===== src/rtl/smith_waterman_pe.sv =====
// One Smith-Waterman processing element with affine gaps: holds a read base,
// computes one H cell per cycle and forwards V/F/T/init downstream.
module smith_waterman_pe #(
   parameter int MATCH      = 10,
   parameter int MISMATCH   = -2,
   parameter int GAP_OPEN   = -2,
   parameter int GAP_EXTEND = -1,
   parameter int WIDTH      = 10
) (
   input  logic                    clk,
   input  logic                    rst,
   input  logic signed [WIDTH-1:0] V_in,
   input  logic signed [WIDTH-1:0] F_in,
   input  logic [1:0]              T_in,
   input  logic [1:0]              S_in,
   input  logic                    store_S,
   input  logic                    init_in,
   output logic signed [WIDTH-1:0] V_out,
   output logic signed [WIDTH-1:0] F_out,
   output logic [1:0]              T_out,
   output logic                    init_out
);

   // Two guard bits so sums of a score and a penalty never wrap before saturation.
   localparam int XW = WIDTH + 2;

   localparam logic signed [XW-1:0] P_MATCH      = XW'(MATCH);
   localparam logic signed [XW-1:0] P_MISMATCH   = XW'(MISMATCH);
   localparam logic signed [XW-1:0] P_GAP_OPEN   = XW'(GAP_OPEN);
   localparam logic signed [XW-1:0] P_GAP_EXTEND = XW'(GAP_EXTEND);
   localparam logic signed [XW-1:0] P_ZERO       = '0;
   localparam logic signed [XW-1:0] SAT_MAX      = XW'((1 << (WIDTH - 1)) - 1);
   localparam logic signed [XW-1:0] SAT_MIN      = XW'(-(1 << (WIDTH - 1)));

   function automatic logic signed [XW-1:0] f_ext(input logic signed [WIDTH-1:0] x);
      return {{2{x[WIDTH-1]}}, x};
   endfunction

   function automatic logic signed [XW-1:0] f_max(input logic signed [XW-1:0] a,
                                                 input logic signed [XW-1:0] b);
      return (a > b) ? a : b;
   endfunction

   function automatic logic signed [WIDTH-1:0] f_sat(input logic signed [XW-1:0] x);
      logic signed [WIDTH-1:0] y;
      if (x > SAT_MAX)
         y = SAT_MAX[WIDTH-1:0];
      else if (x < SAT_MIN)
         y = SAT_MIN[WIDTH-1:0];
      else
         y = x[WIDTH-1:0];
      return y;
   endfunction

   logic [1:0]              r_s;
   logic signed [WIDTH-1:0] r_vd;
   logic signed [WIDTH-1:0] r_e;
   logic signed [WIDTH-1:0] r_v_out;
   logic signed [WIDTH-1:0] r_f_out;
   logic [1:0]              r_t_out;
   logic                    r_init_out;

   logic signed [XW-1:0] w_sub;
   logic signed [XW-1:0] w_diag;
   logic signed [XW-1:0] w_f_cur;
   logic signed [XW-1:0] w_e_cur;
   logic signed [XW-1:0] w_h;
   logic signed [XW-1:0] w_h_cand [4];
   logic signed [XW-1:0] w_h_run  [4];

   assign w_sub   = (r_s == T_in) ? P_MATCH : P_MISMATCH;
   assign w_diag  = f_ext(r_vd) + w_sub;
   assign w_f_cur = f_max(f_ext(V_in) + P_GAP_OPEN, f_ext(F_in) + P_GAP_EXTEND);
   assign w_e_cur = f_max(f_ext(r_v_out) + P_GAP_OPEN, f_ext(r_e) + P_GAP_EXTEND);

   // The zero candidate is the local-alignment floor.
   assign w_h_cand[0] = w_diag;
   assign w_h_cand[1] = w_e_cur;
   assign w_h_cand[2] = w_f_cur;
   assign w_h_cand[3] = P_ZERO;

   assign w_h_run[0] = w_h_cand[0];
   generate
      for (genvar gi = 1; gi < 4; gi++) begin : g_hmax
         assign w_h_run[gi] = f_max(w_h_run[gi-1], w_h_cand[gi]);
      end
   endgenerate
   assign w_h = w_h_run[3];

   always_ff @(posedge clk) begin
      if (rst) begin
         r_s        <= '0;
         r_vd       <= '0;
         r_e        <= '0;
         r_v_out    <= '0;
         r_f_out    <= '0;
         r_t_out    <= '0;
         r_init_out <= 1'b0;
      end else begin
         r_t_out    <= T_in;
         r_init_out <= init_in;
         if (store_S)
            r_s <= S_in;
         // A row boundary wipes the cell state so the next row starts fresh.
         if (init_in) begin
            r_v_out <= f_sat(w_h);
            r_f_out <= f_sat(w_f_cur);
            r_e     <= f_sat(w_e_cur);
            r_vd    <= V_in;
         end else begin
            r_v_out <= '0;
            r_f_out <= '0;
            r_e     <= '0;
            r_vd    <= '0;
         end
      end
   end

   assign V_out    = r_v_out;
   assign F_out    = r_f_out;
   assign T_out    = r_t_out;
   assign init_out = r_init_out;

endmodule


===== config.mk =====
export PLATFORM = sky130hd
export DESIGN_NAME = smith_waterman_pe
export DESIGN_NICKNAME = d
export VERILOG_FILES = /design/src/rtl/smith_waterman_pe.sv
export SDC_FILE = /design/constraint.sdc
export NUM_CORES = 1
export LEC_CHECK = 0
export CAP_MARGIN = 20
export CORE_UTILIZATION = 60
export CTS_BUF_LIST = sky130_fd_sc_hd__clkbuf_2
export DETAILED_ROUTE_END_ITERATION = 8
export PLACE_DENSITY_LB_ADDON = 0.1
export SETUP_SLACK_MARGIN = 0.1
export SYNTH_ARGS = -nofsm -noshare
export SYNTH_HDL_FRONTEND = slang
export SYNTH_SLANG_ARGS = --single-unit

===== constraint.sdc =====
create_clock -name clk -period 15.4 [get_ports clk]
set_clock_uncertainty 0.15 [all_clocks]
set_input_delay 3.85 -clock clk [delete_from_list [all_inputs] [get_ports clk]]
set_output_delay 3.85 -clock clk [all_outputs]
set_load 0.005 [all_outputs]

# Word-level counts from Yosys, hierarchy flattened
# Cells that the tools add are included.
[totals] register_bits=45 output_inout_bits=23
[op_classes] n_addsub=5 magnitude_cmp=11 n_eq_ne=1 n_mux=12 n_bitwise=1 n_reduce_logical=4
[ops] cell="$mux 12" n=6
[ops] cell="$gt 12x10->1 const B" n=3
[ops] cell="$lt 12x10->1 const B" n=3
[ops] cell="$mux 10" n=3
[ops] cell="$mux 9" n=3
[ops] cell="$gt 12x12->1" n=2
[ops] cell="$add 10x1->11 const B" n=2
[ops] cell="$add 10x2->11 const B" n=2
[ops] cell="$gt 11x11->1" n=2
[ops] cell="$add 10x12->12" n=1
[ops] cell="$gt 12x1->1 const B" n=1
[ops] cell="$reduce_or 3->1" n=3
[ops] cell="$eq 2x2->1" n=1
[ops] cell="$reduce_or 2->1" n=1
[ops] cell="$not 1->1" n=1

# Logic depth before layout (Yosys ltp)
# Gate-level depths: netlist of the first run.
[depth] word_depth=12 mapped_depth=42 depth_no_buf=38

# Worst setup path after synthesis of the first run
# OpenSTA, ideal clock, no wires.
[synth_path] kind="in2reg" from="input port T_in[0]" to="register r_v_out[5], in the netlist V_out[5]" setup_time_ns=0.088 arrival_time_ns=10.177 required_time_ns=15.162 setup_slack_ns=4.985 path_stages=34 cell_sequence="xnor2_1 nand2_1 inv_1 fa_1 nand2b_1 a21oi_1 o21bai_1 a21oi_1 o21bai_1 a21oi_1 a21o_1 ha_1 and4_1 and2_1 and2_1 a21o_1 a311oi_1 nor2_1 buf_2 buf_2 nand2_1 o21ai_1 ha_1 nor2b_1 o21a_1 o21a_1 o21a_1 o21a_1 o21a_1 o21a_1 o21a_1 o21ai_0 mux2_2 a211oi_1"
[synth_between] elab_chain_len=12 elab_cells_between_ends=13
[synth_lines] element="start: declaration" line_no="14" source="input logic [1:0] T_in,"
[synth_lines] element="$eq 2x2->1 *" line_no="71" source="assign w_sub = (r_s == T_in) ? P_MATCH : P_MISMATCH;"
[synth_lines] element="$mux 12 *" line_no="71"
[synth_lines] element="$add 10x12->12 *" line_no="72" source="assign w_diag = f_ext(r_vd) + w_sub;"
[synth_lines] element="$gt 12x12->1" line_no="41" source="return (a > b) ? a : b;"
[synth_lines] element="$mux 12 *" line_no="41"
[synth_lines] element="$gt 12x12->1" line_no="41"
[synth_lines] element="$mux 12 *" line_no="41"
[synth_lines] element="$gt 12x1->1" line_no="41"
[synth_lines] element="$mux 12 *" line_no="41"
[synth_lines] element="$lt 12x10->1" line_no="48" source="else if (x < SAT_MIN)"
[synth_lines] element="$mux 10" line_no="48"
[synth_lines] element="$mux 9 *" line_no="46" source="if (x > SAT_MAX)"
[synth_lines] element="end signal: assignment" line_no="106" source="r_v_out <= f_sat(w_h);"
[synth_lines] element="end: declaration" line_no="58" source="logic signed [WIDTH-1:0] r_v_out;"
# Mark *: on every way between the ends. The rest lies on a longest branch, timed or not.
# A chain may end at the register's enable or synchronous reset.

# Worst setup path in the final report of the first run
[layout_path] from="input port T_in[1]" to="register r_v_out[6], in the netlist V_out[6]"
# The elaborated chain is that of the path after synthesis.

==> impl_metrics.csv, run 1 <==
group,metric,value,unit
synth,ys.flop_type,"dfxtp_1",
worst_hold_path,hp-class,"flop to flop",
sta,hold_slack,424,ps
synth,yosysTopAreaCell,"dfxtp_1",
die,die_h,87.6,um
routing,route.detailed.drc,0,
sta,period_needed,11040,ps
placed_design,gp_congestion,0.927,
synth,synth-edff-count,0,
layout,layout-drive-gt1-share,7.08,%
synth,syn_nets,622,
worst_setup_path,worstSetupStartpoint,"T_in[1]",
worst_setup_path,crit_end,"V_out[6]",
grt,grtUsageTotal,31.3,%
clock_tree,cts-htree-levels,2,
synth,ys_async_sr_fraction,0,%
grt,grt_max_degree,23,
die,die_area,7670,um^2
layout,nets,670,
sta,period_share,71.7,%
status,status,"completed",
sta,drv_slew,0,
die,ios,51,
sta,worstMarginPinSlew,922,ps
synth,yosysTopAreaCellShare,20.5,%
clock_tree,cts.repair.resized,0,
worst_setup_path,r2r-start,"V_out[1]",
job,cap_viol_max_count,0,
grt,first_global_vias,4064,
routing,drt_first_iter_violations,287,
sta,maxSlewHeadroom,37.9,%
worst_setup_path,crit_slowest_cell,"o21ai_0",
worst_setup_path,crit_path_end_kind,"flop",
worst_setup_path,criticalPathCategory,"input pin to flop",
clock_tree,cts_root_buf,"clkbuf_2",
synth,syn_area_per_cell,8.08,um^2
placed_design,numPortBuffers,50,
grt,gr-total-overflow,0,
clock_tree,postCtsHoldBufs,0,
sta,hold_viol,0,
routing,routed_via_density,6.26,
routing,vias,4316,
sta,grt_setup_unrepaired,"no",
routing,ant_nets,0,
worst_setup_path,cp_max_fo,22,
grt,antenna_found_initial,0,
clock_tree,cts_buffer_depth,2,
die,die_w,87.6,um
grt,grt_pass1_wl,18800,um
synth,yosys_warnings,0,
clock_tree,cts_setup_buffers,0,
worst_setup_path,worstPathRequired,15540,ps
placed_design,dp_hpwl,9600,um
worst_setup_path,critical-path-max-stage-delay,840,ps
synth,synth_area_leaders,"dfxtp_1, ha_1, a211oi_1",
layout,syn2layout_area_growth,14.4,%
worst_setup_path,crit_top_cell,"o21a_1",
die,start_util,63.3,%
synth,ys_ff_latch,45,
clock_tree,insertion_delay,420,ps
worst_setup_path,arrival,11180,ps
synth,synthCells,544,
worst_setup_path,reg2reg_to,"V_out[6]",
sta,setup_viol,0,
worst_setup_path,ff2ff_setup_slack,6000,ps
worst_setup_path,critPathLaunchType,"input pin",
clock_tree,path_clk_slew,240,ps
synth,synth_area,4400,um^2
worst_hold_path,hp-start,"r_s[0]",
routing,wirelength,11500,um
die,fp.coreArea,6940,um^2
synth,yosysSeqAreaShare,20.5,%
die,rows,30,
worst_setup_path,reg2reg_depth,36,
clock_tree,numClockSinks,45,
routing,drt_first_pass_iters,5,
clock_tree,cts_tree,"built",
sta,fmax,90.5,MHz
sta,finalSetupTns,0,ps
clock_tree,cts_buffers,5,
synth,yosys.cell_types.count,71,
layout,antennaDiodeCount,0,
routing,routedWlPerCell,16.7,um
==> state kept, by name (all words and copies together) (netlist names) <==
register and flops:
F_out 10, r_vd 10, r_e 10, init_out 1
T_out 2, V_out 10, r_s 2
==> placed cells by master, fill, tap and decap left out, drive strengths merged, types with 3 or more instances in the layout <==
cell type and n:
a311oi 5, o21a 18, o21ai 30, clkbuf 5, and4 5, nand3 9
o31ai 3, nor2 43, a221oi 3, xnor2 23, o211ai 6, ha 49
inv 40, a21oi 26, or2 5, maj3 4, buf 3, nand2 32
clkdlybuf4s50 50, mux2i 8, dfxtp 45, nor3 19, nor4 8, a21o 14
a31oi 6, nor2b 10, nand4 7, or3 8, and3 3, nand2b 5
mux2 10, a211o 3, or4 3, and2 10, xor2 16, a211oi 34
==> cell usage after synthesis (9+ instances only) <==
cell	number
o21a_1	18
a211oi_1	33
xnor2_1	23
nand3_1	9
and2_1	10
a21o_1	14
nand2_1	32
mux2_2	10
dfxtp_1	45
o21ai_0	25
inv_1	38
xor2_1	16
a21oi_1	24
nor3_1	17
nor2b_1	10
nor2_1	43
ha_1	49
==> kinds of logic (layout without fill, tap and decap cells) <==
group	Yosys count	count (layout)	share of synthesized area [%]
simple gates	175	175	21.4
compound gates	161	161	25.8
fa+ha+maj	54	54	15.4
buf+inv	51	100	4.64
flops	45	45	20.5
xor+xnor	39	39	7.77
mux	18	18	4.38
other cells	1	1	0.0853
==> final cells by class <==
| cell class | instances | area, um^2 |
|---|---|---|
| flip-flops and latches | 45 | 901 |
| clock buffers | 5 | 25.0 |
| well taps | 96 | 120 |
| inverters | 39 | 146 |
| clock inverters | 3 | 25.0 |
| fillers | 546 | 1910 |
| multi-input cells | 448 | 3290 |
| repair buffers | 53 | 520 |
==> metrics by stage <==
step,setup slack (ps),cells,cell area (um^2),util (%)
floorplan,4990,544,4400,-
global placement,4150,680,4970,71.6
detailed placement,3860,680,4970,71.6
CTS,4300,688,5020,72.4
global route,3720,689,5030,72.4
finish,4360,689,5030,72.4
==> worst max-delay path, delay by kind of cell <==
family / cells / cell delay (ps)
AOI/OAI and AO/OA: 18 / 4160
and+or+nand+nor: 8 / 1180
buffers and inverters: 3 / 830
adders and majority gates: 3 / 810
xor gates and xnor gates: 2 / 340
==> worst min-delay path by stage <==
stage                         to  cells past startpoint
final                     r_s[0]                      2
after global routing      r_s[0]                      2
after CTS                 r_s[0]                      2
after detailed placement  r_s[0]                      2
after global placement    r_s[0]                      2
after floorplan           r_s[0]                      2
==> routing by layer <==
metal  vias to the layer above  GRT usage (%)  share of wire [%]
li1                       2117              -                  -
met1                      1984           35.6                 40
met2                       174           58.3                 51
met3                        41           3.11                5.0
met4                         0           15.1                4.3
met5                         -              0                  0
Power of run 1 is left out: the tool's default activity adds up to more than one toggle a clock period on the data nets, which glitch-free logic cannot reach.
==> run 2, diff against run 1 <==
--- a/config.mk
+++ b/config.mk
@@ -6,7 +6,7 @@
 export NUM_CORES = 1
 export LEC_CHECK = 0
 export CAP_MARGIN = 20
-export CORE_UTILIZATION = 60
+export CORE_UTILIZATION = 59
 export CTS_BUF_LIST = sky130_fd_sc_hd__clkbuf_2
 export DETAILED_ROUTE_END_ITERATION = 8
 export PLACE_DENSITY_LB_ADDON = 0.1
==> constraint.sdc (replaced) <==
create_clock -name clk -period 11.3 [get_ports clk]
set_clock_uncertainty 0.15 [all_clocks]
set_input_delay 2.825 -clock clk [delete_from_list [all_inputs] [get_ports clk]]
set_output_delay 2.825 -clock clk [all_outputs]
set_load 0.005 [all_outputs]
==> impl_metrics.csv, run 2 (same netlist as run 1, synthesis figures left out) <==
group,metric,value,unit
die,fp.coreArea,7210,um^2
layout,layout-drive-gt1-share,7.08,%
sta,period_share,87.5,%
worst_setup_path,worstPathRequired,11420,ps
routing,drt_first_iter_violations,253,
worst_hold_path,hp-start,"r_s[0]",
worst_hold_path,min_path_cells,2,
grt,grt_max_degree,21,
sta,period_needed,9890,ps
clock_tree,cts_buffers,5,
routing,vias,4288,
layout,multi_input_area,3290,um^2
worst_setup_path,criticalPathCategory,"input pin to flop",
grt,first_global_vias,4007,
routing,drt_first_pass_iters,5,
clock_tree,cts_buffer_depth,2,
die,ios,51,
layout,seq_area,901,um^2
placed_design,dp_hpwl,9380,um
sta,fmax,101,MHz
layout,syn2layout_area_growth,15.0,%
sta,worstMarginPinSlew,857,ps
clock_tree,path_clk_slew,220,ps
worst_setup_path,crit_slowest_cell,"o21ai_0",
placed_design,gp_congestion,1.08,
worst_setup_path,critPathLaunchType,"input pin",
layout,nets,670,
die,start_util,60.9,%
clock_tree,numClockSinks,45,
die,rows,31,
job,cap_viol_max_count,0,
sta,hold_viol,0,
layout,antennaDiodeCount,0,
clock_tree,cts_setup_buffers,0,
worst_setup_path,reg2reg_to,"V_out[2]",
worst_setup_path,critical-path-max-stage-delay,780,ps
clock_tree,insertion_delay,440,ps
clock_tree,cts_tree,"built",
worst_hold_path,hp-class,"flop to flop",
routing,routed_via_density,6.20,
sta,finalSetupTns,0,ps
clock_tree,cts.repair.resized,0,
layout,fillCellCount,603,
worst_hold_path,hold_path_end,"r_s[0]",
routing,routedWlPerCell,16.6,um
clock_tree,postCtsHoldBufs,0,
layout,final_common_cell,"clkdlybuf4s50_1",
worst_setup_path,crit_path_end_kind,"flop",
worst_setup_path,ff2ff_setup_slack,2140,ps
sta,drv_slew,0,
sta,maxSlewHeadroom,42.3,%
grt,gr-total-overflow,0,
grt,grtUsageTotal,30.3,%
die,die_w,88.3,um
status,status,"completed",
die,die_h,88.3,um
worst_setup_path,arrival,10010,ps
routing,wirelength,11500,um
worst_setup_path,cp_max_fo,20,
routing,ant_nets,0,
worst_setup_path,r2r-start,"V_out[3]",
clock_tree,cts-htree-levels,2,
sta,grt_setup_unrepaired,"no",
grt,antenna_found_initial,0,
worst_setup_path,crit_top_cell,"o21a_1",
worst_setup_path,reg2reg_depth,35,
placed_design,numPortBuffers,50,
die,die_area,7800,um^2
layout,layout_common_cells,"clkdlybuf4s50_1, ha_1, dfxtp_1",
grt,grt_pass1_wl,18300,um
routing,route.detailed.drc,0,
sta,setup_viol,0,
clock_tree,cts_root_buf,"clkbuf_2",
==> run 2: stage by stage <==
step                      cell area (um^2)  setup slack [ps]  utilization [%]  hold slack (ps)  cells
final                                 5050              1410             70.1              403    692
after global routing                  5050               927             70.1              436    692
after CTS                             5050              1480             70.1              401    692
after detailed placement              4990              1030             69.1              365    684
after global placement                4990              1280             69.1              357    684
after floorplan                       4400              1910                -              332    544
==> run 2: critical path, delay by kind of cell <==
kind | cells | cell delay (ps)
AO/OA/AOI/OAI | 17 | 3820
AND/OR/NAND/NOR | 8 | 1290
adder cells (fa/ha/maj) | 3 | 980
buffers and inverters | 2 | 750
XOR/XNOR | 2 | 350
==> run 2: how the worst max path moves through the flow <==
stage	start	to	slack [ps]	depth (start not counted)
after floorplan	T_in[0]	V_out[5]	1910	34
after global placement	T_in[1]	V_out[0]	1280	32
after detailed placement	T_in[1]	V_out[2]	1030	33
after CTS	T_in[1]	V_out[2]	1480	33
after global routing	T_in[1]	V_out[1]	930	33
final	T_in[1]	V_out[2]	1410	32
==> run 2: cell type report <==
cell class	count	share of cell area, %
multi-input combinational	448	65.1
sequential	45	17.8
timing repair buffer	53	10.3
inverter	39	2.90
tap	99	2.45
clock inverter	2	0.767
clock buffer	6	0.594
==> run 2: metal layers <==
metal / vias to the layer above / routed length (um) / global-route usage, %
met3: 36 / 543 / 4.38
met1: 1977 / 4700 / 33.7
met4: 0 / 419 / 14.1
li1: 2126 / - / -
met2: 149 / 5820 / 56.7
met5: - / 0 / 0
Power of run 2 is left out for the same reason.
==> run 3, diff against run 2 <==
--- a/config.mk
+++ b/config.mk
@@ -5,7 +5,7 @@
 export SDC_FILE = /design/constraint.sdc
 export NUM_CORES = 1
 export LEC_CHECK = 0
-export CAP_MARGIN = 20
+export CAP_MARGIN = 10
 export CORE_UTILIZATION = 59
 export CTS_BUF_LIST = sky130_fd_sc_hd__clkbuf_2
 export DETAILED_ROUTE_END_ITERATION = 8
==> results of run 3 <==
The final DEF is identical to that of run 2; final timing and power are the same.
Power of run 3 is left out for the same reason.
